[config.mk]
export PLATFORM = sky130hd
export DESIGN_NAME = control_fsm
export DESIGN_NICKNAME = d
export VERILOG_FILES = /design/src/rtl/control_fsm.sv
export SDC_FILE = /design/constraint.sdc
export NUM_CORES = 1
export LEC_CHECK = 0
export BUFFER_PORTS_ARGS = -buffer_cell sky130_fd_sc_hd__buf_2
export CAP_MARGIN = 20
export CORE_MARGIN = 4
export CORE_UTILIZATION = 43
export CTS_CLUSTER_DIAMETER = 60
export DETAILED_ROUTE_END_ITERATION = 12
export PLACE_DENSITY = 0.76
export SLEW_MARGIN = 20
export SYNTH_ARGS = -nofsm -noshare
export SYNTH_HDL_FRONTEND = slang
export SYNTH_SLANG_ARGS = --single-unit
[constraint.sdc]
create_clock -name clk -period 1.91 [get_ports clk]
set_input_delay 0 -clock clk [delete_from_list [all_inputs] [get_ports clk]]
set_output_delay 0 -clock clk [all_outputs]
set_load 0.05 [all_outputs]
[src/rtl/control_fsm.sv]
// Main control FSM for the instruction sequencer.
// Walks FETCH -> DECODE -> EXEC/LOAD/STORE -> FETCH. The instruction is
// latched at the end of DECODE. Every output is decoded from the current
// state and the latched instruction. The one exception is regFileEn in LOAD,
// which follows memReady so the load writes back in its completion cycle.
module control_fsm (
    input  logic       clk,
    input  logic       reset,
    input  logic [3:0] opCode,
    input  logic [3:0] opCodeExt,
    input  logic       memReady,
    input  logic [4:0] aluFlags,
    output logic       fetchReq,
    output logic       memWrite,
    output logic       irS,
    output logic       srcRegEn,
    output logic       dstRegEn,
    output logic       immRegEn,
    output logic       signEn,
    output logic       regFileEn,
    output logic       regImmMuxEn,
    output logic       shiftALUMuxEn,
    output logic [1:0] mux4En,
    output logic [1:0] exMemResultEn,
    output logic [1:0] regpcCont,
    output logic [3:0] aluControl,
    output logic [4:0] flags
);

    // State encodings
    localparam logic [2:0] S_FETCH  = 3'd0;
    localparam logic [2:0] S_DECODE = 3'd1;
    localparam logic [2:0] S_EXEC   = 3'd2;
    localparam logic [2:0] S_LOAD   = 3'd3;
    localparam logic [2:0] S_STORE  = 3'd4;

    // Major opcodes and extension codes
    localparam logic [3:0] OP_REG    = 4'b0000;
    localparam logic [3:0] OP_MEM    = 4'b0100;
    localparam logic [3:0] OP_SHIFT  = 4'b1000;
    localparam logic [3:0] EXT_LOAD  = 4'b0000;
    localparam logic [3:0] EXT_STORE = 4'b0100;
    localparam logic [3:0] EXT_LSH   = 4'b0100;

    // ALU instruction codes. Register ops carry these in ext and immediate
    // ops carry them in opCode.
    localparam logic [3:0] C_ADD = 4'b0101;
    localparam logic [3:0] C_SUB = 4'b1001;
    localparam logic [3:0] C_CMP = 4'b1011;
    localparam logic [3:0] C_AND = 4'b0001;
    localparam logic [3:0] C_OR  = 4'b0010;
    localparam logic [3:0] C_XOR = 4'b0011;
    localparam logic [3:0] C_MOV = 4'b1101;

    // aluControl encodings
    localparam logic [3:0] ALU_ADD = 4'b0000;
    localparam logic [3:0] ALU_SUB = 4'b0001;
    localparam logic [3:0] ALU_CMP = 4'b0010;
    localparam logic [3:0] ALU_AND = 4'b0011;
    localparam logic [3:0] ALU_OR  = 4'b0100;
    localparam logic [3:0] ALU_XOR = 4'b0101;

    logic [2:0] r_state;
    logic [2:0] w_state_next;
    logic [3:0] r_op;
    logic [3:0] r_ext;
    logic [4:0] r_flags;

    logic [3:0] w_code;
    logic       w_is_imm;
    logic       w_alu;
    logic       w_mov;
    logic       w_lsh;
    logic       w_lshi;
    logic       w_cmp;
    logic       w_signed;
    logic       w_flag_upd;
    logic [3:0] w_ctrl;

    // Classify the latched instruction; anything unmatched falls through as a NOP
    always_comb begin
        w_is_imm   = (r_op != OP_REG);
        w_code     = w_is_imm ? r_op : r_ext;
        w_alu      = 1'b0;
        w_mov      = 1'b0;
        w_lsh      = 1'b0;
        w_lshi     = 1'b0;
        w_cmp      = 1'b0;
        w_signed   = 1'b0;
        w_flag_upd = 1'b0;
        w_ctrl     = ALU_ADD;
        if (r_op == OP_SHIFT) begin
            if (r_ext == EXT_LSH) begin
                w_lsh = 1'b1;
            end else if (r_ext[3:1] == 3'b000) begin
                w_lshi = 1'b1;
            end
        end else begin
            case (w_code)
                C_ADD: begin
                    w_alu = 1'b1; w_ctrl = ALU_ADD; w_signed = 1'b1; w_flag_upd = 1'b1;
                end
                C_SUB: begin
                    w_alu = 1'b1; w_ctrl = ALU_SUB; w_signed = 1'b1; w_flag_upd = 1'b1;
                end
                C_CMP: begin
                    w_alu = 1'b1; w_ctrl = ALU_CMP; w_signed = 1'b1; w_flag_upd = 1'b1;
                    w_cmp = 1'b1;
                end
                C_AND: begin
                    w_alu = 1'b1; w_ctrl = ALU_AND;
                end
                C_OR: begin
                    w_alu = 1'b1; w_ctrl = ALU_OR;
                end
                C_XOR: begin
                    w_alu = 1'b1; w_ctrl = ALU_XOR;
                end
                C_MOV: begin
                    w_mov = 1'b1;
                end
                default: begin
                end
            endcase
        end
    end

    // Next-state logic; memory ops branch on the live opcode during DECODE
    always_comb begin
        w_state_next = r_state;
        case (r_state)
            S_FETCH: begin
                if (memReady) w_state_next = S_DECODE;
            end
            S_DECODE: begin
                if (opCode == OP_MEM && opCodeExt == EXT_LOAD) begin
                    w_state_next = S_LOAD;
                end else if (opCode == OP_MEM && opCodeExt == EXT_STORE) begin
                    w_state_next = S_STORE;
                end else begin
                    w_state_next = S_EXEC;
                end
            end
            S_EXEC: begin
                w_state_next = S_FETCH;
            end
            S_LOAD, S_STORE: begin
                if (memReady) w_state_next = S_FETCH;
            end
            default: begin
                w_state_next = S_FETCH;
            end
        endcase
    end

    // State register; reset wins over any pending transition
    always_ff @(posedge clk) begin
        if (reset) begin
            r_state <= S_FETCH;
        end else begin
            r_state <= w_state_next;
        end
    end

    // Instruction latch, loaded on the last DECODE cycle
    always_ff @(posedge clk) begin
        if (reset) begin
            r_op  <= 4'b0000;
            r_ext <= 4'b0000;
        end else if (r_state == S_DECODE) begin
            r_op  <= opCode;
            r_ext <= opCodeExt;
        end
    end

    // Flags capture at the end of EXEC for add/sub/compare only
    always_ff @(posedge clk) begin
        if (reset) begin
            r_flags <= 5'b00000;
        end else if (r_state == S_EXEC && w_flag_upd) begin
            r_flags <= aluFlags;
        end
    end

    assign flags = r_flags;

    // Memory addressing always uses the register path in this control scheme
    assign regpcCont = 2'b00;

    // Output decode from state and latched instruction
    always_comb begin
        fetchReq      = 1'b0;
        memWrite      = 1'b0;
        irS           = 1'b0;
        srcRegEn      = 1'b0;
        dstRegEn      = 1'b0;
        immRegEn      = 1'b0;
        signEn        = 1'b0;
        regFileEn     = 1'b0;
        regImmMuxEn   = 1'b0;
        shiftALUMuxEn = 1'b0;
        mux4En        = 2'b00;
        exMemResultEn = 2'b00;
        aluControl    = ALU_ADD;
        case (r_state)
            S_FETCH: begin
                fetchReq = 1'b1;
                irS      = 1'b1;
            end
            S_DECODE: begin
                srcRegEn = 1'b1;
                dstRegEn = 1'b1;
                immRegEn = 1'b1;
            end
            S_EXEC: begin
                if (w_alu) begin
                    aluControl = w_ctrl;
                    mux4En     = w_is_imm ? 2'b01 : 2'b00;
                    signEn     = w_is_imm & w_signed;
                    regFileEn  = ~w_cmp;
                end else if (w_mov) begin
                    mux4En        = w_is_imm ? 2'b01 : 2'b00;
                    exMemResultEn = 2'b10;
                    regFileEn     = 1'b1;
                end else if (w_lsh) begin
                    shiftALUMuxEn = 1'b1;
                    regFileEn     = 1'b1;
                end else if (w_lshi) begin
                    shiftALUMuxEn = 1'b1;
                    regImmMuxEn   = 1'b1;
                    signEn        = 1'b1;
                    regFileEn     = 1'b1;
                end
            end
            S_LOAD: begin
                exMemResultEn = 2'b01;
                regFileEn     = memReady;
            end
            S_STORE: begin
                memWrite = 1'b1;
            end
            default: begin
            end
        endcase
    end

endmodule

; ---- Word-level counts from Yosys, hierarchy flattened
; Cells that the tools add are included.
[word_totals]
wordCells = 81
latchBits = 0
ff_bits = 16
mem_bits_rw = 0
n_memories = 0
mem_bits_ro = 0
[classes]
n_lt_le_gt_ge = 0
div = 0
n_addsub = 0
reduce_logical = 11
muxes = 47
n_mul = 0
shift = 0
bitwise_logic = 2
n_eq_ne = 17
[ops]
columns = operator, n
row1 = 2-to-1 mux 1 bit, 33
row2 = "equality test 4 x 3 -> 1 bit, second input constant", 4
row3 = "equality test 4 bit, second input constant", 4
row4 = 2-to-1 mux 3 bit, 5
row5 = case mux 3 bit (5 select lines), 1
row6 = 2-to-1 mux 4 bit, 3
row7 = case mux 3 bit (3 select lines), 1
row8 = "equality test 4 x 2 -> 1 bit, second input constant", 2
row9 = "equality test 3 x 2 -> 1 bit, second input constant", 2
row10 = zero test 3 bit, 2
row11 = OR reduction 6 bit, 1
row12 = "equality test 4 x 1 -> 1 bit, second input constant", 1
row13 = zero test 4 bit, 1
row14 = 2-to-1 mux 2 bit, 2
row15 = "inequality test 2 bit, second input constant", 2
row16 = case mux 2 bit (2 select lines), 1
row17 = nonzero test 4 bit, 1
row18 = "equality test 3 x 1 -> 1 bit, second input constant", 1
row19 = "equality test 3 bit, second input constant", 1
row20 = logical AND 1 bit, 3
row21 = OR reduction 3 bit, 1
row22 = case mux 1 bit (2 select lines), 1
row23 = AND reduction 2 bit, 1
row24 = OR reduction 2 bit, 1
row25 = other kinds (2), 2

; ---- Logic depth before layout (Yosys ltp)
; Gate-level depths: netlist (run 1).
[depth]
depth_word = 9
depth_mapped = 6

; ---- Worst setup path before layout (run 1)
; Ideal clock, no wire load.
[synth_timing]
kind = flip-flop to output port
from = reg r_op[1]
to = out signEn
path_slack_ns = -0.745
arrival_ns = 2.655
path_stages_with_launch = 6
cell_sequence = dfxtp_1 > buf_2 > nor3_1 > nand3_1 > nor3_1 > o21bai_1
[synth_between]
elab_chain_cells = 9
[synth_rtl]
columns = element, line
row1 = start: declaration, 65  ; logic [3:0] r_op;
row2 = start signal: assignment, 171  ; r_op <= opCode;
row3 = nonzero test 4 bit, 82  ; w_is_imm = (r_op != OP_REG);
row4 = 2-to-1 mux 4 bit, 83  ; w_code = w_is_imm ? r_op : r_ext;
row5 = equality test 4 bit / equality test 4 x 3 -> 1 bit (equally long branches), 99  ; case (w_code)
row6 = OR reduction 3 bit (no source line), --
row7 = 2-to-1 mux 1 bit, 99
row8 = 2-to-1 mux 1 bit, 92  ; if (r_op == OP_SHIFT) begin
row9 = bitwise AND 1 bit, 219  ; signEn = w_is_imm & w_signed;
row10 = 2-to-1 mux 1 bit (*), 216  ; if (w_alu) begin
row11 = 2-to-1 mux 1 bit (*), 205  ; case (r_state)
row12 = end: declaration, 19  ; output logic signEn,
; Mark *: on every way between the ends. The rest lies on a longest branch, timed or not.

; ---- Worst setup path in the final report (run 1)
[layout_timing]
from = reg r_ext[2]
to = out signEn
[layout_between]
elab_chain_cells = 9
[layout_rtl]
columns = element, line
row1 = start: declaration, 66  ; logic [3:0] r_ext;
row2 = start signal: assignment, 172  ; r_ext <= opCodeExt;
row3 = zero test 3 bit, 95  ; end else if (r_ext[3:1] == 3'b000) begin
row4 = 2-to-1 mux 1 bit, 95
row5 = 2-to-1 mux 1 bit, 93  ; if (r_ext == EXT_LSH) begin
row6 = 2-to-1 mux 1 bit, 92
row7 = 2-to-1 mux 1 bit, 228  ; end else if (w_lshi) begin
row8 = 2-to-1 mux 1 bit, 225  ; end else if (w_lsh) begin
row9 = 2-to-1 mux 1 bit, 221  ; end else if (w_mov) begin
row10 = 2-to-1 mux 1 bit (*), 216
row11 = 2-to-1 mux 1 bit (*), 205
; Marks and branches as above.

==> flow_summary.toml, run 1 <==
[global_route]
grt_max_degree = 22
grt.total_usage_pct = 16.54
grt-ovfl-total = 0
antenna_found_initial = 0
grt_pass1_vias = 945
grt_pass1_wl_mm = 4.360

[power_and_ir_drop]
leakage_nw = 0.6627
vdd_drop_max_mv = 0.4329
power_density_nw_per_um2 = 541.8

[flow_run]
maxCapViolations = 0

[logic_synthesis]
ys.flop_type = "dfxtp_1"
synth_edf_count = 0
syn-mean-instance-area_um2 = 8.851
syn_inst = 121
synth_warnings = 0
synthDistinctLibCells = 39
synth-seq-area-share_pct = 29.91
synthesis.area_um2 = 1071
synthArstFlopShare_pct = 0
ys_seq_elements = 16

[cells_and_area]
finalInstanceArea_um2 = 1539
final_nets = 186
final_common_cell = "buf_2"
drive_gt1_share_pct = 53.25
multi_input_area_um2 = 757.0
stdcell_count = 197
final_cell_mix = "29 x buf_2, 16 x nor2_1, 12 x mux2i_1"
seqCellArea_um2 = 329.1
fill_cells = 184
antenna_cells = 0
area_growth_pct = 43.69

[timing]
rsz0062_at_grt = "yes"
fin_ws_ns = -0.02331
finalHoldViolCount = 0
max_freq_mhz = 517.2
whs_ns = 0.001953
fin_worst_skew_ns = 0.01011
period_minus_slack_ns = 1.933
setup_viol = 1
finalSetupTns_ns = -0.02331
final.period_utilization_pct = 101.2
drv_slew = 0

[floorplanning]
die_y_um = 57.91
io_pins = 41
std_cell_rows = 17
core_um2 = 2297
start_util_pct = 46.62
die_x_um = 57.91
die_area_um2 = 3353

[clock_network]
cts_buffers = 3
clkTransAtPathRegs_ns = 0.11
cts_tree = "done"
h-tree-depth = 1
cts.sinks = 16
clock_path_buffers = 2
clk_latency_ns = 0.29
root_buffer = "clkbuf_4"

[placed_design]
hpwl_mm = 1.983
placed_area_um2 = 1274
dp.cells = 181
port-buffer-count = 36
gp_congestion = 0.7939
place_ws_ns = -0.05663

[setup_path]
required_ns = 1.91
path_buf_inv = 1
cp_top_family = "compound AO/OA/AOI/OAI gates"
endpoint_kind = "output pin"
path_cells = "or4b_4, a21oi_4, a22oi_2, o21bai_1, buf_4"
cp_slowest_cell = "or4b_4"
cp-start-kind = "register"
crit_type = "reg2out"
crit_arrival_ns = 1.93
cp_max_fo = 3
cp_slowest_stage_delay_ns = 0.54

[min_path]
hold_class = "in2reg"

[detailed_routing]
ant_nets = 0
drtPass1Iterations = 4
drt_wl_total_mm = 2.818
viasPerCell = 5.152
vias = 1015
drc_errors = 0
avgRoutedWirePerCell_um = 14.30
drtIter0Drc = 33

[status]
outcome = "finished, violations left"
violations = "setup timing"
## worst reg2reg max path, stage by stage (launching register included)
cell	delay (ns)
dfxtp_1	0.33
or4b_4	0.54
a21oi_4	0.23
a22oi_2	0.14
a211oi_4	0.18
buf_6	0.16
mux2i_1	0.19
## flip-flops by register name (all words and copies together) (netlist names)
signal	count
r_op	4
r_state	3
r_ext	4
flags	5
## cell usage after synthesis (2+ instances only)
cell type | count | share of area [%]
inv_1 | 4 | 1.4
nor3_1 | 4 | 1.9
nor4_1 | 3 | 1.8
clkbuf_1 | 2 | 0.70
nand2b_1 | 2 | 1.2
nor2_1 | 17 | 6.0
nor3b_1 | 2 | 1.4
and2_1 | 3 | 1.8
mux2i_1 | 12 | 11
a21oi_1 | 8 | 3.7
nand2_1 | 5 | 1.8
or4b_1 | 2 | 1.9
or2b_2 | 10 | 8.2
buf_4 | 7 | 4.9
dfxtp_1 | 16 | 30
## metrics by stage
stage / utilization, % / power [mW]
3_3_place_gp: 55.45 / 0.5612
4_1_cts: 63.13 / 0.8068
3_5_place_dp: 55.45 / 0.5659
6_report: 66.99 / 0.8338
2_1_floorplan: - / 0.5334
5_1_grt: 66.99 / 0.8790
## area by class of cell
cell class	count	area share [%]
well taps	28	2.276
inverters	4	0.9756
repair buffers	54	23.82
multi-input cells	91	49.19
clock buffers	4	2.358
flip-flops and latches	16	21.38
## where the power goes
group	internal, mW	total (mW)	switching [mW]
registers	0.345	0.363	0.0177
logic	0.0961	0.242	0.146
clock network	0.116	0.230	0.114
total	0.557	0.834	0.277
## routing by layer
layer / global-route usage (%) / wire [um]
met1: 20.22 / 1164
met2: 28.55 / 1481
met3: 3.563 / 145
met4: 5.629 / 27
met5: 0 / 0
## final timing paths
path,startpoint,to,slack [ns],depth (start not counted)
worst max register to register,r_ext[2],flags[2],0.07,6
worst min-delay path,memReady,r_state[0],0.002,3
worst max-delay path,r_ext[2],signEn,-0.02,5
worst min register to register,flags[0],flags[0],0.50,2
## logic make-up (layout without fill, tap and decap cells)
group           count (synthesis)  in the layout  share of synthesized area [%]
simple gates                   55             55                          31.07
compound gates                 20             20                          15.42
buf+inv                        17             62                          12.03
flops                          16             16                          29.91
mux                            12             12                          11.22
other cells                     1              4                         0.3501
## timing repair
| item | 4_1_cts | 5_1_grt |
|---|---|---|
| hold buffers | 9 | 0 |
| gates resized for setup | 13 | 21 |
| setup buffers | 1 | 2 |
| setup endpoints to repair | 13 | 12 |
| pin swaps | 3 | 11 |
| endpoints found under the hold margin | 9 | 0 |
(Power assumes the default switching activity.)
==> run 2: changes to the inputs <==
==> constraint.sdc (replaced) <==
create_clock -name clk -period 1.91 [get_ports clk]
set_input_delay 0.0955 -clock clk [delete_from_list [all_inputs] [get_ports clk]]
set_output_delay 0.0955 -clock clk [all_outputs]
set_load 0.05 [all_outputs]
==> flow_summary.toml, run 2 (synthesis gave the netlist of run 1 again) <==
[global_route]
grt-ovfl-total = 0
grt_pass1_vias = 916
grt_max_degree = 22
grt_pass1_wl_mm = 3.967
grt.total_usage_pct = 15.01
antenna_found_initial = 0

[floorplanning]
die_x_um = 57.91
std_cell_rows = 17
io_pins = 41
start_util_pct = 46.62
die_area_um2 = 3353
core_um2 = 2297
die_y_um = 57.91

[clock_network]
clk_latency_ns = 0.28
root_buffer = "clkbuf_4"
clkTransAtPathRegs_ns = 0.09
cts.sinks = 16
cts_tree = "done"
h-tree-depth = 1
clock_path_buffers = 2
cts_buffers = 3

[detailed_routing]
drtIter0Drc = 22
ant_nets = 0
drt_wl_total_mm = 2.502
drc_errors = 0
avgRoutedWirePerCell_um = 13.31
vias = 980
viasPerCell = 5.213
drtPass1Iterations = 4

[cells_and_area]
final_common_cell = "buf_2"
finalInstanceArea_um2 = 1410
antenna_cells = 0
largest_register_ff_count = 5
final_nets = 177
area_growth_pct = 31.66
final_cell_mix = "30 x buf_2, 16 x nor2_1, 12 x mux2i_1, 12 x dfxtp_1, 10 x or2b_2"
drive_gt1_share_pct = 52.50

[timing]
whs_ns = 0.05910
max_freq_mhz = 492.0
finalHoldViolCount = 0
fin_worst_skew_ns = 0.004579
period_minus_slack_ns = 2.032
rsz0062_at_grt = "yes"
fin_ws_ns = -0.1224
final.period_utilization_pct = 106.4
drv_slew = 0
finalSetupTns_ns = -0.4053
setup_viol = 6

[setup_path]
cp_top_family = "simple AND/OR/NAND/NOR gates"
crit_arrival_ns = 1.94
crit_type = "reg2out"
path_buf_inv = 1
path_cells = "or4b_1, a21oi_2, a22oi_2, o21bai_1, buf_4"
cp_slowest_stage_delay_ns = 0.54
cp_max_fo = 5
cp-start-kind = "register"
endpoint_kind = "output pin"
required_ns = 1.81
cp_slowest_cell = "or4b_1"

[placed_design]
placed_area_um2 = 1301
port-buffer-count = 36
gp_congestion = 0.8592
hpwl_mm = 1.963

[power_and_ir_drop]
power_density_nw_per_um2 = 561.4
leakage_nw = 0.5959
vdd_drop_max_mv = 0.3690
finalPower_uw = 791.6

[min_path]
hold_class = "in2reg"

[flow_run]
maxCapViolations = 0

[status]
outcome = "finished, violations left"
violations = "setup timing"
run 2: cell types whose count changed in the layout (fill, tap and decap cells not counted), moves of 2 or more:
cell,change
dlygate4sd3_1,-9
nor3_4,+2
nor3_2,-2
buf_4,-2
buf_6,+2
run 2: timing repair:
item,in CTS,in global routing
buffers inserted,0,1
hold buffers,0,0
pin swaps,4,0
setup endpoints to repair,13,12
resized for setup,19,3
run 2: where the power goes:
part           switching (mW)  total [mW]  internal (mW)
Clock                   0.101       0.216          0.116
Sequential             0.0179       0.363          0.345
Combinational           0.134       0.212         0.0779
run 2: area by class of cell:
class	instances	area (um^2)
Sequential cell	16	325.3
Timing Repair Buffer	45	281.5
Multi-Input combinational cell	91	716.9
Clock buffer	4	36.28
Fill cell	199	887.1
Tap cell	28	35.03
Inverter	4	15.01
run 2: layer usage:
metal | GRT usage, % | vias to the layer above | share of wire, %
li1 | - | 491 | -
met1 | 16.94 | 457 | 43
met2 | 25.97 | 30 | 50
met3 | 4.232 | 2 | 6.6
met4 | 6.954 | 0 | 0.56
met5 | 0 | - | 0
run 2: worst paths after layout:
path         startpoint        to  slack [ns]  depth (start not counted)
max reg2reg     r_op[3]  flags[0]        0.05                          6
min reg2reg    flags[0]  flags[0]        0.49                          2
max             r_op[3]    signEn       -0.12                          5
min           opCode[0]   r_op[0]        0.06                          3
run 2: metrics by stage:
step | setup slack [ns] | std cells | util (%)
after floorplan | -0.2372 | 124 | -
after global placement | 0.03518 | 183 | 56.64
after detailed placement | -0.04958 | 183 | 56.64
after CTS | -0.1041 | 187 | 60.73
after global routing | -0.2017 | 188 | 61.38
final | -0.1224 | 188 | 61.38
run 2: worst register-to-register path: cells and delay by family (launching register included):
kind	cells	cell delay, ns
buf+inv	1	0.16
mux	1	0.19
simple gates	1	0.54
flops	1	0.35
compound gates	3	0.55
==> run 3: changes to the inputs <==
--- a/config.mk
+++ b/config.mk
@@ -16,3 +16,4 @@
 export SYNTH_ARGS = -nofsm -noshare
 export SYNTH_HDL_FRONTEND = slang
 export SYNTH_SLANG_ARGS = --single-unit
+export TNS_END_PERCENT = 30
==> constraint.sdc (replaced) <==
create_clock -name clk -period 1.8 [get_ports clk]
set_input_delay 0.09 -clock clk [delete_from_list [all_inputs] [get_ports clk]]
set_output_delay 0.09 -clock clk [all_outputs]
set_load 0.05 [all_outputs]
==> flow_summary.toml, run 3 (synthesis gave the netlist of run 1 again) <==
[clock_network]
clkTransAtPathRegs_ns = 0.09
clk_latency_ns = 0.28
cts_buffers = 3
cts_tree = "done"
h-tree-depth = 1
cts.sinks = 16
root_buffer = "clkbuf_4"
clock_path_buffers = 2
holdBufCountCts = 0

[cells_and_area]
area_growth_pct = 49.07
final_common_cell = "buf_2"
final_cell_mix = "29 x buf_2, 21 x buf_4, 17 x nor2_1"
fill_cells = 186
antenna_cells = 0
final_nets = 191
largest_register_ff_count = 5
post-route-util_pct = 69.50
drive_gt1_share_pct = 59.20

[timing]
fin_worst_skew_ns = 0.002519
period_minus_slack_ns = 2.019
drv_slew = 0
max_freq_mhz = 495.3
finalHoldViolCount = 0
fin_ws_ns = -0.2188
final.period_utilization_pct = 112.2
setup_viol = 10
rsz0062_at_grt = "yes"

[detailed_routing]
vias = 1039
drc_errors = 0
avgRoutedWirePerCell_um = 12.97
drtPass1Iterations = 4
viasPerCell = 5.144
drt_wl_total_mm = 2.619
ant_nets = 0
drtIter0Drc = 14

[flow_run]
maxCapViolations = 0

[power_and_ir_drop]
vdd_drop_max_mv = 0.5317
leakage_nw = 0.6865
finalPower_uw = 886.8
power_density_nw_per_um2 = 555.4

[global_route]
grt_pass1_vias = 1055
antenna_found_initial = 0
grt.total_usage_pct = 16.78
grt_pass1_wl_mm = 4.498
grt-ovfl-total = 0
grt_max_degree = 22

[setup_path]
cp-start-kind = "register"
crit_type = "reg2out"
cp_max_fo = 4
crit_arrival_ns = 1.93
required_ns = 1.71
endpoint_kind = "output pin"

[floorplanning]
core_um2 = 2297
die_x_um = 57.91
die_y_um = 57.91
start_util_pct = 46.62
std_cell_rows = 17
die_area_um2 = 3353
io_pins = 41

[status]
violations = "setup timing"
outcome = "finished, violations left"

[placed_design]
hpwl_mm = 2.039
port-buffer-count = 36
gp_congestion = 0.8665

[min_path]
hold_class = "in2reg"
[run 3: cell type report]
class                   instances  area [um^2]  area share, %
multi-input cells              91        773.2          48.43
inverters                       4        15.01         0.9404
well taps                      28        35.03          2.194
clock buffers                   4        36.28          2.273
repair buffers                 59        407.9          25.55
flip-flops and latches         16        329.1          20.61
[run 3: final timing paths]
check	slack, ns	cells after the start	end	from
setup / recovery	-0.22	8	regFileEn	r_ext[2]
setup reg to reg	-0.17	7	flags[1]	r_op[3]
hold / removal	0.06	3	r_op[2]	opCode[2]
hold reg to reg	0.49	2	flags[0]	flags[0]
[run 3: per-stage QoR]
step | hold slack [ns] | TNS, ns | setup slack (ns) | cells | cell area [um^2]
2_1_floorplan | 0.2287 | -2.481 | -0.3417 | 124 | 1140
6_report | 0.05972 | -1.501 | -0.2188 | 202 | 1597
5_1_grt | 0.06343 | -2.676 | -0.2811 | 202 | 1597
3_3_place_gp | 0.3306 | -0.5078 | -0.09340 | 192 | 1374
3_5_place_dp | 0.3453 | -0.9098 | -0.1474 | 192 | 1374
4_1_cts | 0.05047 | -1.167 | -0.2087 | 198 | 1535
[run 3: what timing repair did]
item	4_1_cts	5_1_grt
pin swaps	8	5
gates resized for setup	29	10
endpoints found under the hold margin	0	0
setup buffers	2	4
endpoints found under the setup margin	13	14
[run 3: layer usage]
metal	track usage (%)	vias up	routed length, um
met5	0	-	0
met4	4.967	0	21
met3	4.454	2	179
met2	29.68	36	1329
met1	19.68	482	1089
li1	-	519	-
[run 3: worst max-delay path, stage by stage (launching register included)]
cell and delay [ns]:
dfxtp_2 0.34, buf_6 0.10, nor2_1 0.05, buf_4 0.15, a211o_1 0.30, a21boi_2 0.19
nand2_1 0.08, a32o_2 0.28, buf_8 0.15
[run 3: where the power goes]
group          internal (mW)  switching (mW)
sequential             0.366          0.0135
combinational          0.113           0.166
clock                  0.123           0.106
